==> src/rtl/hanoi_pkg.sv <==
// hanoi_pkg: shared FSM/error encodings and width helper for the Towers of Hanoi engine.
`default_nettype none

package hanoi_pkg;

  typedef enum logic [1:0] {
    ST_PLAY   = 2'd0,
    ST_AUTO   = 2'd1,
    ST_SOLVED = 2'd2
  } state_t;

  typedef enum logic [2:0] {
    ERR_NONE       = 3'd0,
    ERR_BAD_IND    = 3'd1,
    ERR_BAD_LOC    = 3'd2,
    ERR_SAME       = 3'd3,
    ERR_NOT_TOP    = 3'd4,
    ERR_ON_SMALLER = 3'd5
  } err_t;

  // Index width that never collapses to zero bits.
  function automatic int clog2_min1(input int n);
    return (n < 2) ? 1 : $clog2(n);
  endfunction

endpackage

`default_nettype wire

==> src/rtl/hanoi_move_check.sv <==
// hanoi_move_check: combinational legality check of one ring move, shared by manual and solver paths.
`default_nettype none

module hanoi_move_check
  import hanoi_pkg::*;
#(
  parameter int N = 16,
  parameter int M = 3,
  localparam int LW = clog2_min1(M),
  localparam int IW = clog2_min1(N)
) (
  input  logic [N*LW-1:0] rings,
  input  logic [IW-1:0]   ind,
  input  logic [LW-1:0]   loc,
  output logic            legal,
  output err_t            err_code
);

  logic [LW-1:0] cur;
  logic          not_top;
  logic          on_smaller;

  always_comb begin
    cur        = '0;
    not_top    = 1'b0;
    on_smaller = 1'b0;
    for (int i = 0; i < N; i++) begin
      if (int'(ind) == i) cur = rings[i*LW +: LW];
    end
    // Only rings smaller than the moving one can block it.
    for (int i = 0; i < N; i++) begin
      if (i < int'(ind)) begin
        if (rings[i*LW +: LW] == cur) not_top = 1'b1;
        if (rings[i*LW +: LW] == loc) on_smaller = 1'b1;
      end
    end
  end

  always_comb begin
    legal    = 1'b0;
    err_code = ERR_NONE;
    if (int'(ind) >= N)      err_code = ERR_BAD_IND;
    else if (int'(loc) >= M) err_code = ERR_BAD_LOC;
    else if (loc == cur)     err_code = ERR_SAME;
    else if (not_top)        err_code = ERR_NOT_TOP;
    else if (on_smaller)     err_code = ERR_ON_SMALLER;
    else                     legal    = 1'b1;
  end

endmodule

`default_nettype wire

==> src/rtl/hanoi_engine.sv <==
// hanoi_engine: Towers of Hanoi game state with manual moves and an optional iterative solver.
// Optional feature macro: HANOI_AUTO_SOLVE_EN (compiles in the AUTO state and move generator).
`default_nettype none

module hanoi_engine
  import hanoi_pkg::*;
#(
  parameter int N = 16,
  parameter int M = 3,
  localparam int LW = clog2_min1(M),
  localparam int IW = clog2_min1(N)
) (
  input  logic            clk,
  input  logic            rst,
  input  logic            clear,
  input  logic            mv_valid,
  output logic            mv_ready,
  input  logic [IW-1:0]   mv_ind,
  input  logic [LW-1:0]   mv_loc,
  input  logic            auto_start,
  output logic [N*LW-1:0] rings,
  output logic            mv_ok,
  output logic            mv_err,
  output logic [2:0]      err_code,
  output logic [N-1:0]    move_count,
  output logic            solved,
  output logic            busy_auto
);

  localparam logic [N*LW-1:0] GOAL      = {N{LW'(M-1)}};
  localparam logic [N-1:0]    COUNT_MAX = '1;

  state_t          state;
  logic [IW-1:0]   chk_ind;
  logic [LW-1:0]   chk_loc;
  logic            chk_legal;
  err_t            chk_err;
  logic [N*LW-1:0] next_rings;

  assign mv_ready = (state == ST_PLAY);

`ifdef HANOI_AUTO_SOLVE_EN
  logic [N-1:0]  step;
  logic [IW-1:0] auto_k;
  logic [LW-1:0] cur_stick;
  logic [LW-1:0] auto_loc;
  logic [1:0]    cur_idx;
  logic [1:0]    dst_idx;

  // Ring to move is the trailing-zero count of the step; sticks 0,1,M-1 form the mod-3 ring.
  always_comb begin
    auto_k = '0;
    for (int i = N - 1; i >= 0; i--) begin
      if (step[i]) auto_k = IW'(i);
    end
    cur_stick = '0;
    for (int i = 0; i < N; i++) begin
      if (int'(auto_k) == i) cur_stick = rings[i*LW +: LW];
    end
    cur_idx = (cur_stick == '0) ? 2'd0 : (cur_stick == LW'(1)) ? 2'd1 : 2'd2;
    if (((N - int'(auto_k)) % 2) == 1) dst_idx = (cur_idx == 2'd0) ? 2'd2 : cur_idx - 2'd1;
    else                                dst_idx = (cur_idx == 2'd2) ? 2'd0 : cur_idx + 2'd1;
    auto_loc = (dst_idx == 2'd0) ? LW'(0) : (dst_idx == 2'd1) ? LW'(1) : LW'(M-1);
  end

  assign chk_ind = (state == ST_AUTO) ? auto_k   : mv_ind;
  assign chk_loc = (state == ST_AUTO) ? auto_loc : mv_loc;
`else
  logic unused_auto;
  assign unused_auto = auto_start;
  assign chk_ind     = mv_ind;
  assign chk_loc     = mv_loc;
  assign busy_auto   = 1'b0;
`endif

  hanoi_move_check #(.N(N), .M(M)) u_check (
    .rings    (rings),
    .ind      (chk_ind),
    .loc      (chk_loc),
    .legal    (chk_legal),
    .err_code (chk_err)
  );

  always_comb begin
    next_rings = rings;
    for (int i = 0; i < N; i++) begin
      if (int'(chk_ind) == i) next_rings[i*LW +: LW] = chk_loc;
    end
  end

  always_ff @(posedge clk or posedge rst) begin
    if (rst) begin
      state      <= ST_PLAY;
      rings      <= '0;
      move_count <= '0;
      mv_ok      <= 1'b0;
      mv_err     <= 1'b0;
      err_code   <= ERR_NONE;
      solved     <= 1'b0;
`ifdef HANOI_AUTO_SOLVE_EN
      step       <= N'(1);
      busy_auto  <= 1'b0;
`endif
    end else if (clear) begin
      state      <= ST_PLAY;
      rings      <= '0;
      move_count <= '0;
      mv_ok      <= 1'b0;
      mv_err     <= 1'b0;
      err_code   <= ERR_NONE;
      solved     <= 1'b0;
`ifdef HANOI_AUTO_SOLVE_EN
      step       <= N'(1);
      busy_auto  <= 1'b0;
`endif
    end else begin
      mv_ok  <= 1'b0;
      mv_err <= 1'b0;
      case (state)
        ST_PLAY: begin
`ifdef HANOI_AUTO_SOLVE_EN
          if (auto_start && (rings == '0)) begin
            state     <= ST_AUTO;
            step      <= N'(1);
            busy_auto <= 1'b1;
          end else
`endif
          if (mv_valid) begin
            if (chk_legal) begin
              rings      <= next_rings;
              mv_ok      <= 1'b1;
              move_count <= (move_count == COUNT_MAX) ? move_count : move_count + 1'b1;
              if (next_rings == GOAL) begin
                state  <= ST_SOLVED;
                solved <= 1'b1;
              end
            end else begin
              mv_err   <= 1'b1;
              err_code <= chk_err;
            end
          end
        end
`ifdef HANOI_AUTO_SOLVE_EN
        ST_AUTO: begin
          if (chk_legal) begin
            rings      <= next_rings;
            mv_ok      <= 1'b1;
            move_count <= (move_count == COUNT_MAX) ? move_count : move_count + 1'b1;
            step       <= step + 1'b1;
            if (next_rings == GOAL) begin
              state     <= ST_SOLVED;
              solved    <= 1'b1;
              busy_auto <= 1'b0;
            end
          end
        end
`endif
        default: ;
      endcase
    end
  end

endmodule

`default_nettype wire

==> config.mk <==
export PLATFORM = sky130hd
export DESIGN_NAME = hanoi_engine
export DESIGN_NICKNAME = d
export VERILOG_FILES = /design/src/rtl/hanoi_pkg.sv /design/src/rtl/hanoi_move_check.sv /design/src/rtl/hanoi_engine.sv
export SDC_FILE = /design/constraint.sdc
export NUM_CORES = 1
export LEC_CHECK = 0
export CORE_ASPECT_RATIO = 0.6
export CORE_MARGIN = 2
export CORE_UTILIZATION = 45
export CTS_CLUSTER_DIAMETER = 150
export DETAILED_ROUTE_END_ITERATION = 10
export PLACE_DENSITY = 0.68
export RECOVER_POWER = 100
export SETUP_SLACK_MARGIN = 0.4
export SLEW_MARGIN = 20
export SYNTH_ARGS = -nofsm -noshare
export SYNTH_HDL_FRONTEND = slang
export SYNTH_SLANG_ARGS = --single-unit
==> constraint.sdc <==
create_clock -name clk -period 3.35 [get_ports clk]
set_input_delay 0.5025 -clock clk [delete_from_list [all_inputs] [get_ports clk]]
set_output_delay 0.5025 -clock clk [all_outputs]
set_load 0.05 [all_outputs]
==> impl_metrics.ini, run 1 <==
[worst_hold_path]
worstHoldPathType = reg2reg

[logic_synthesis]
synthCells = 656
yosysMostFrequentCell = nand2_1
syn-num-nets = 668
yosysUniqueCellTypes = 76
ys_seq_area_share_pct = 26.6
synth_flop_cell = dfrtp_1
synth_common_cells = nand2_1 (64), dfrtp_1 (54), nor2_1 (53)
synthArstFlopShare_pct = 100
synthTopCellsByArea = dfrtp_1 (27%), mux2i_1 (7.7%), nand2_1 (4.7%)
synthesis.area_mm2 = 0.00508
avgSynthCellArea_um2 = 7.75
synth_warnings = 0
synth_edf_count = 0
yosysTopAreaCellShare_pct = 26.6
yosysTopAreaCell = dfrtp_1
ys_ff_latch = 54

[global_routing]
top_usage_layer = met1
grt.met1_usage_pct = 59.9
grt_usage_pct = 39.9
met3_usage_pct = 10.1
grt_pass1_vias = 6044
grtUsageMet2_pct = 56.8
grt_pass1_wl_um = 36300
overflow = 0
antenna_found_initial = 1
grt_start_max_net_pins = 35

[power_and_ir_drop]
seqPwrFrac_pct = 37.3
internal_power_mw = 1.17
pwr-share-clk_pct = 32.6
p_leak_nw = 3.57
max-vdd-ir-drop_mv = 0.207
sw_frac_of_total_pct = 33.3
pwr-share-comb_pct = 30.1
powerDensity_mw_per_mm2 = 220
p_sw_uw = 586

[setup_path]
start_kind = primary input
worstPathRequired_ns = 3.56
critPathArrivalTime_ns = 3.75
cpMaxStageDelayCell = a2111o_1
crit_family = compound AO/OA/AOI/OAI gates
max_stage_delay_ns = 0.47
cp_cell_sequence = buf_6 > buf_6 > buf_4 > and2_1 > a31oi_2 > o2bb2ai_2 > a2111o_1 > buf_4 > and2_1 > buf_4 > o21ai_0 > o21ai_0 > and4b_1 > buf_6 > buf_12 > nand3_2 > mux2i_1
endpoint_kind = flop
critPathBufInv = 7
cp_max_fo = 18
path_class = in2reg

[timing]
relSlewSlack_pct = 8.75
worstMarginPinSlew_ns = 1.37
clock.fmax_mhz = 283
finalWorstSetupSlack_ns = -0.187
maxSlewViolCount = 0
clock_skew_ns = 0.00708
whs_ns = 0.557
finalHoldViolCount = 0
setup_viol = 50
finalCriticalPeriod_ns = 3.54
rsz0062_at_grt = true
min_period_over_period_pct = 106

[clock_tree]
htreeDepth = 2
clkLatencyLatePin_ns = 0.31
ctsLongestPathBuffers = 2
clk_pin_slew_ns = 0.08
cts_tree = built
ctsHoldBuffers = 0
clock-sinks = 54
cts_buffers = 5
root_buffer = clkbuf_16

[detailed_routing]
drt-vias-per-instance = 6.52
drc = 0
wl_per_cell_um = 24.9
final_antenna_net_count = 0
wirelength_um = 24700
drt_first_pass_iters = 5
drtIter0Drc = 950
num_vias = 6455

[cells_and_area]
final_nets = 861
syn_to_final_growth_pct = 57.0
drive_gt1_share_pct = 37.4

[floorplanning]
chipHeight_um = 86.3
core_mm2 = 0.0108
ios = 67
start_util_pct = 47.1
die_area_mm2 = 0.0122
row_count = 29
die_w_um = 141

[job]
drv_cap = 0

[placed_design]
gp_congestion = 1.10
dpl.hpwl_um = 18500
dpl_worst_slack_ns = -0.978
port_buffers = 64

[outcome]
status = finished, violations left
violations = negative setup slack
metal layers:
metal | vias up | part of all wire, %
li1 | 2791 | -
met1 | 3113 | 43
met2 | 490 | 40
met3 | 61 | 15
met4 | 0 | 2.5
met5 | - | 0
metrics by stage:
step	power (mW)	cells	area [um2]	setup TNS, ns	util [%]
after floorplan	0.902	656	5270	-0.0315	-
after global placement	1.10	952	7030	-46.49	65.2
after detailed placement	1.10	952	7030	-47.29	65.2
after CTS	1.71	979	7700	-2.36	71.4
after global routing	1.80	989	7970	-6.86	74.0
final	1.76	990	7980	-5.55	74.0
final timing paths:
path / start / to / slack [ns] / depth (start not counted)
max in group asynchronous: rst / rings[27]$_DFFE_PP0P_ / 0.66 / 3
min in group asynchronous: rst / move_count[1]$_DFFE_PP0P_ / 0.83 / 2
min reg2reg: move_count[10]$_DFFE_PP0P_ / move_count[10]$_DFFE_PP0P_ / 0.56 / 2
max reg2reg: rings[29]$_DFFE_PP0P_ / move_count[11]$_DFFE_PP0P_ / -0.09 / 13
max: mv_ind[0] / rings[11]$_DFFE_PP0P_ / -0.19 / 17
min: move_count[10]$_DFFE_PP0P_ / move_count[10]$_DFFE_PP0P_ / 0.56 / 2
layout make-up:
| cell class | instances | area (um2) |
|---|---|---|
| well taps | 139 | 174 |
| clock inverters | 3 | 26.3 |
| flip-flops and latches | 54 | 1370 |
| inverters | 25 | 97.6 |
| repair buffers | 252 | 2280 |
| diodes | 1 | 2.50 |
| multi-input cells | 511 | 3910 |
| fillers | 773 | 2800 |
| clock buffers | 5 | 125 |
repair_timing:
action                                  in CTS  in global routing
cloned                                       1                  0
endpoints found under the setup margin      54                 54
buffers inserted                            18                 10
resized for setup                           99                 51
pin swaps                                   25                 23
kinds of logic (layout without fill, tap and decap cells):
| family | after synthesis | in the layout | share of synthesized area [%] |
|---|---|---|---|
| compound gates | 167 | 167 | 23.4 |
| mux | 49 | 49 | 9.90 |
| flops | 54 | 54 | 26.6 |
| buf+inv | 91 | 285 | 7.51 |
| other cells | 1 | 2 | 0.0738 |
| fa+ha+maj | 2 | 2 | 0.443 |
| simple gates | 256 | 256 | 25.8 |
| xor+xnor | 36 | 36 | 6.21 |
worst register-to-register path, delay by kind of cell (launching register included):
| kind | cells | cell delay (ns) |
|---|---|---|
| buf+inv | 3 | 0.43 |
| simple gates | 5 | 1.31 |
| compound gates | 3 | 0.73 |
| mux | 2 | 0.47 |
| flops | 1 | 0.42 |
cell usage in the layout, fill, tap and decap left out, drive strengths merged, types with 13 or more instances in the layout:
master | synthesis | final
a21oi | 30 | 30
inv | 25 | 26
mux2i | 39 | 39
xor2 | 23 | 23
dlygate4sd3 | 0 | 56
nand3 | 32 | 32
nand2 | 65 | 65
o21ai | 39 | 39
dfrtp | 54 | 54
buf | 27 | 190
xnor2 | 13 | 13
nor2b | 16 | 16
nor2 | 54 | 54
nor3 | 20 | 20
registers in the layout, summed over array words and instances, names as in the netlist:
| register | flops |
|---|---|
| err_code | 3 |
| move_count | 16 |
| mv_err | 1 |
| mv_ok | 1 |
| rings | 32 |
| state | 1 |
power by group through the flow:
stage | Clock (mW) | Combinational (mW) | Sequential (mW)
floorplan | 0 | 0.222 | 0.680
global placement | 0 | 0.430 | 0.669
detailed placement | 0 | 0.434 | 0.669
CTS | 0.568 | 0.487 | 0.656
global route | 0.598 | 0.551 | 0.656
finish | 0.573 | 0.529 | 0.656
No activity file was read; power rests on OpenSTA's default activity.
==> run 2: changes to the inputs <==
==> constraint.sdc (replaced) <==
create_clock -name clk -period 3.23 [get_ports clk]
set_input_delay 0.4845 -clock clk [delete_from_list [all_inputs] [get_ports clk]]
set_output_delay 0.4845 -clock clk [all_outputs]
set_load 0.05 [all_outputs]
==> run 2 against run 1 <==
Against the previous run: the run still ends with negative setup slack left; combinational power up 0.8%; critical path depth down 2; register-to-register slack worse by 0.10 ns; sequential power up 3.7%; worst setup slack worse by 0.12 ns; via count about the same; hold slack worse by 0.019 ns; first-iteration DRC count down 14%; clock skew up 0.010 ns; cell count down 0.51%.
==> impl_metrics.ini, run 2 (synthesis gave the netlist of run 1 again) <==
[outcome]
status = finished, violations left
violations = negative setup slack

[cells_and_area]
diodes = 0
largest_reg_flops = 32
drive_gt1_share_pct = 34.3
utilization_pct = 72.3
layout.cells.non_filler = 985
final_nets = 857
top_regs = rings: 32 flops, move_count: 16 flops, err_code: 3 flops
mostFrequentLayoutCells = buf_4 (154), nand2_1 (58), dlygate4sd3_1 (56), nor2_1 (49), dfrtp_1 (42)
top_register = rings
syn_to_final_growth_pct = 53.3
final_common_cell = buf_4

[clock_tree]
cts_tree = built
htreeDepth = 2
cts_buffers = 5
root_buffer = clkbuf_16
ctsLongestPathBuffers = 2
clk_pin_slew_ns = 0.07
ctsHoldBuffers = 0
clock-sinks = 54
clkLatencyLatePin_ns = 0.31

[detailed_routing]
num_vias = 6458
drtIter0Drc = 819
wl_per_cell_um = 24.2
drt_first_pass_iters = 5
wirelength_um = 23800
drc = 0
final_antenna_net_count = 0
drt-vias-per-instance = 6.56

[timing]
worstMarginPinSlew_ns = 1.24
setup_viol = 52
clock.fmax_mhz = 283
whs_ns = 0.539
rsz0062_at_grt = true
clock_skew_ns = 0.0174
relSlewSlack_pct = 17.2
maxSlewViolCount = 0
finalCriticalPeriod_ns = 3.54
min_period_over_period_pct = 109
finalHoldViolCount = 0
finalWorstSetupSlack_ns = -0.306

[setup_path]
cpMaxStageDelayCell = or4_4
crit_top_cell = buf_6
cp-startpoint = mv_ind[1]
path_class = in2reg
cp_max_fo = 6
r2r_cells = 11
start_kind = primary input
cp_cell_sequence = buf_8 > buf_6 > buf_6 > nand3b_1 > a221oi_4 > buf_4 > o211ai_4 > nand3_4 > mux2i_1 > or4_4 > a211oi_4 > and4b_1 > buf_6 > and4_1 > mux2_4
critPathArrivalTime_ns = 3.73
max_stage_delay_ns = 0.57
endpoint_kind = flop
crit-reg2reg-launch = rings[25]$_DFFE_PP0P_
reg2reg_slack_ns = -0.19
crit_path_end = move_count[8]$_DFFE_PP0P_
worstPathRequired_ns = 3.42
worstReg2RegEnd = move_count[8]$_DFFE_PP0P_

[floorplanning]
die_w_um = 141
row_count = 29
ios = 67
die_area_mm2 = 0.0122
core_mm2 = 0.0108
start_util_pct = 47.1
chipHeight_um = 86.3

[power_and_ir_drop]
powerDensity_mw_per_mm2 = 241
max-vdd-ir-drop_mv = 0.200
p_leak_nw = 3.53

[worst_hold_path]
worstHoldPathType = reg2reg

[placed_design]
dpl.hpwl_um = 17800
dp.cells = 943
port_buffers = 64
gp_congestion = 1.01

[global_routing]
grt_pass1_vias = 6122
grt_usage_pct = 38.6
antenna_found_initial = 0
grt_pass1_wl_um = 35700
overflow = 0
grt_start_max_net_pins = 25

[job]
drv_cap = 0
==> run 2: where the power goes <==
group	switching [mW]	internal, mW
Sequential	0.00154	0.679
Clock	0.272	0.391
Combinational	0.303	0.231
Total	0.576	1.30
==> run 2: routing by layer <==
metal | GRT usage [%] | share of wire (%) | vias up
met2 | 52.0 | 38 | 493
li1 | - | - | 2770
met4 | 10.6 | 3.0 | 0
met1 | 57.9 | 44 | 3099
met5 | 0 | 0 | -
met3 | 13.1 | 15 | 96
==> run 2: area by class of cell <==
class                      instances  area [um2]
timing repair buffer             248        2190
tap                              139         174
clock buffer                       6         139
sequential                        54        1370
multi-input combinational        511        3790
fill                             799        2990
clock inverter                     2        38.8
inverter                          25        97.6
==> run 2: worst min path at each step <==
stage / from / endpoint / slack (ns) / cells past startpoint
4_1_cts: rst / move_count[2]$_DFFE_PP0P_ / 0.53 / 2
3_5_place_dp: move_count[1]$_DFFE_PP0P_ / move_count[1]$_DFFE_PP0P_ / 0.54 / 1
2_1_floorplan: rings[31]$_DFFE_PP0P_ / rings[31]$_DFFE_PP0P_ / 0.70 / 2
5_1_grt: state[1]$_DFFE_PP0P_ / state[1]$_DFFE_PP0P_ / 0.58 / 1
6_report: err_code[2]$_DFFE_PP0P_ / err_code[2]$_DFFE_PP0P_ / 0.54 / 2
3_3_place_gp: move_count[1]$_DFFE_PP0P_ / move_count[1]$_DFFE_PP0P_ / 0.52 / 1
==> run 2: timing repair <==
action	in CTS	in global routing
setup buffers	21	12
gates resized for setup	74	33
setup endpoints to repair	54	54
hold endpoints to repair	0	0
pin swaps	19	18
gates cloned	1	0
==> run 2: critical path, delay by kind of cell <==
| family | cells | cell delay [ns] |
|---|---|---|
| buffers and inverters | 5 | 0.66 |
| muxes | 2 | 0.38 |
| and+or+nand+nor | 5 | 1.35 |
| AOI/OAI and AO/OA | 3 | 0.83 |
==> run 2: through the flow <==
| stage | cell area [um2] | setup slack (ns) | setup TNS, ns | total power [mW] |
|---|---|---|---|---|
| after global placement | 6950 | -1.08 | -49.81 | 1.12 |
| after global routing | 7790 | -0.363 | -14.81 | 1.93 |
| final | 7790 | -0.306 | -11.47 | 1.88 |
| after detailed placement | 6950 | -1.08 | -52.33 | 1.13 |
| after CTS | 7560 | -0.261 | -8.83 | 1.83 |
| after floorplan | 5280 | -0.107 | -2.71 | 0.936 |
==> run 3: changes to the inputs <==
--- a/config.mk
+++ b/config.mk
@@ -10,6 +10,7 @@
 export CORE_UTILIZATION = 45
 export CTS_CLUSTER_DIAMETER = 150
 export DETAILED_ROUTE_END_ITERATION = 10
+export GPL_TIMING_DRIVEN = 0
 export PLACE_DENSITY = 0.68
 export RECOVER_POWER = 100
 export SETUP_SLACK_MARGIN = 0.4
==> constraint.sdc (replaced) <==
create_clock -name clk -period 3.23 [get_ports clk]
set_input_delay 0.4845 -clock clk [delete_from_list [all_inputs] [get_ports clk]]
set_output_delay 0.4845 -clock clk [all_outputs]
set_load 0.01 [all_outputs]
==> run 3 against run 2 <==
Against the previous run: the flow finishes with violations (max-capacitance violations, max-slew violations, negative setup slack); sequential cell count unchanged; global-route usage down 2.1 points; final area down 6.4%; worst setup slack worse by 0.10 ns; critical path depth up 2; register-to-register slack worse by 0.21 ns; largest cell class unchanged; largest power group unchanged.
==> impl_metrics.ini, run 3 (synthesis gave the netlist of run 1 again) <==
[global_routing]
grt_pass1_vias = 5608
overflow = 0
grt_start_max_net_pins = 35
grt_usage_pct = 36.6
antenna_found_initial = 0
grt_pass1_wl_um = 33400

[cells_and_area]
multi_input_area_mm2 = 0.00395
diodes = 0
top_register = rings
drive_gt1_share_pct = 26.2
layout.cells.non_filler = 906
utilization_pct = 67.7
fillCellCount = 880
top_regs = rings: 32 flops, move_count: 16 flops, err_code: 3 flops
final_nets = 778
syn_to_final_growth_pct = 43.6
mostFrequentLayoutCells = nand2_1 (59), dlygate4sd3_1 (54), dfrtp_1 (52), nor2_1 (46), mux2i_1 (36)
largest_reg_flops = 32
regArea_mm2 = 0.00135
final_common_cell = nand2_1

[setup_path]
start_kind = primary input
crit-reg2reg-launch = rings[5]$_DFFE_PP0P_
worstReg2RegEnd = rings[0]$_DFFE_PP0P_
cpMaxStageDelayCell = a2111oi_1
reg2reg_slack_ns = -0.40
crit_family = compound AO/OA/AOI/OAI gates
critPathBufInv = 7
r2r_cells = 14
critPathArrivalTime_ns = 3.84
worstPathRequired_ns = 3.43
path_class = in2reg
endpoint_kind = flop
cp_cell_sequence = buf_6 > buf_8 > buf_6 > nand3b_1 > a221oi_4 > buf_4 > o211ai_4 > a31oi_4 > mux2i_1 > a2111oi_1 > a32o_2 > and4b_4 > buf_12 > buf_12 > buf_16 > nand3_4 > a31o_4
max_stage_delay_ns = 0.44
cp_max_fo = 6

[placed_design]
dpl.hpwl_um = 16300
port_buffers = 61
dp.cells = 857
gp_congestion = 1.07

[timing]
setup_viol = 52
whs_ns = 0.552
relSlewSlack_pct = -8.79
finalHoldViolCount = 0
clock_skew_ns = 0.0147
maxSlewViolCount = 35
rsz0062_at_grt = true
min_period_over_period_pct = 113
setup_tns_ns = -15.91
finalWorstSetupSlack_ns = -0.410
finalCriticalPeriod_ns = 3.64
clock.fmax_mhz = 275
worstMarginPinSlew_ns = 1.63

[worst_hold_path]
hold_end = move_count[1]$_DFFE_PP0P_
whs_path_depth = 1
hold_start = move_count[1]$_DFFE_PP0P_
worstHoldPathType = reg2reg

[floorplanning]
row_count = 29
ios = 67
die_area_mm2 = 0.0122
die_w_um = 141
chipHeight_um = 86.3
core_mm2 = 0.0108
start_util_pct = 47.1

[outcome]
violations = max-capacitance violations, max-slew violations, negative setup slack
status = finished, violations left

[detailed_routing]
drt-vias-per-instance = 6.63
wirelength_um = 22600
wl_per_cell_um = 24.9
final_antenna_net_count = 0
drc = 0
drt_first_pass_iters = 6
drtIter0Drc = 838
num_vias = 6004

[clock_tree]
clkLatencyLatePin_ns = 0.31
ctsLongestPathBuffers = 2
clk_pin_slew_ns = 0.08
htreeDepth = 2
cts_buffers = 5
clock-sinks = 54
ctsHoldBuffers = 0
root_buffer = clkbuf_16
cts_tree = built

[job]
drv_cap = 1

[power_and_ir_drop]
sw_frac_of_total_pct = 30.6
powerDensity_mw_per_mm2 = 241
pwr-share-comb_pct = 23.7
p_leak_nw = 3.17
seqPwrFrac_pct = 38.7
max-vdd-ir-drop_mv = 0.230
pwr-share-clk_pct = 37.6
internal_power_mw = 1.22
p_sw_uw = 538
-- run 3: final cells by class --
type,count,area share [%]
clock buffers,6,1.90
plain buffers,66,6.66
clock inverters,2,0.532
well taps,139,2.38
flip-flops and latches,54,18.6
inverters,25,1.29
repair buffers,103,14.5
multi-input cells,511,54.2
-- run 3: worst max path at each step --
stage                          from                    endpoint  cells past startpoint
3_3_place_gp              mv_ind[3]  move_count[10]$_DFFE_PP0P_                     15
4_1_cts                   mv_ind[2]        rings[0]$_DFFE_PP0P_                     15
6_report                  mv_ind[1]        rings[0]$_DFFE_PP0P_                     17
3_5_place_dp              mv_ind[1]   move_count[5]$_DFFE_PP0P_                     15
5_1_grt        rings[5]$_DFFE_PP0P_        rings[0]$_DFFE_PP0P_                     14
2_1_floorplan             mv_ind[1]  move_count[15]$_DFFE_PP0P_                     12
-- run 3: per-layer routing --
| metal | wire, um | track usage [%] | share of wire (%) |
|---|---|---|---|
| met3 | 3210 | 14.4 | 14 |
| met4 | 389 | 5.64 | 1.7 |
| met5 | 0 | 0 | 0 |
| met1 | 10200 | 55.5 | 45 |
| met2 | 8790 | 49.1 | 39 |
-- run 3: metrics by stage --
step	setup slack, ns	area [um2]	power [mW]
floorplan	-0.116	5260	0.923
global placement	-1.73	6050	1.02
detailed placement	-1.73	6070	1.03
CTS	-0.345	7040	1.73
global route	-0.462	7290	1.81
finish	-0.410	7290	1.76
-- run 3: power groups by stage --
stage	registers, mW	clock network (mW)	logic (mW)
floorplan	0.695	0	0.228
global placement	0.694	0	0.326
detailed placement	0.694	0	0.332
CTS	0.680	0.667	0.381
global route	0.680	0.695	0.433
finish	0.680	0.661	0.417
-- run 3: what timing repair did --
item	CTS	global route
setup endpoints to repair	54	54
setup buffers	29	9
resized for setup	155	46
pin swaps	45	20
cloned	2	1
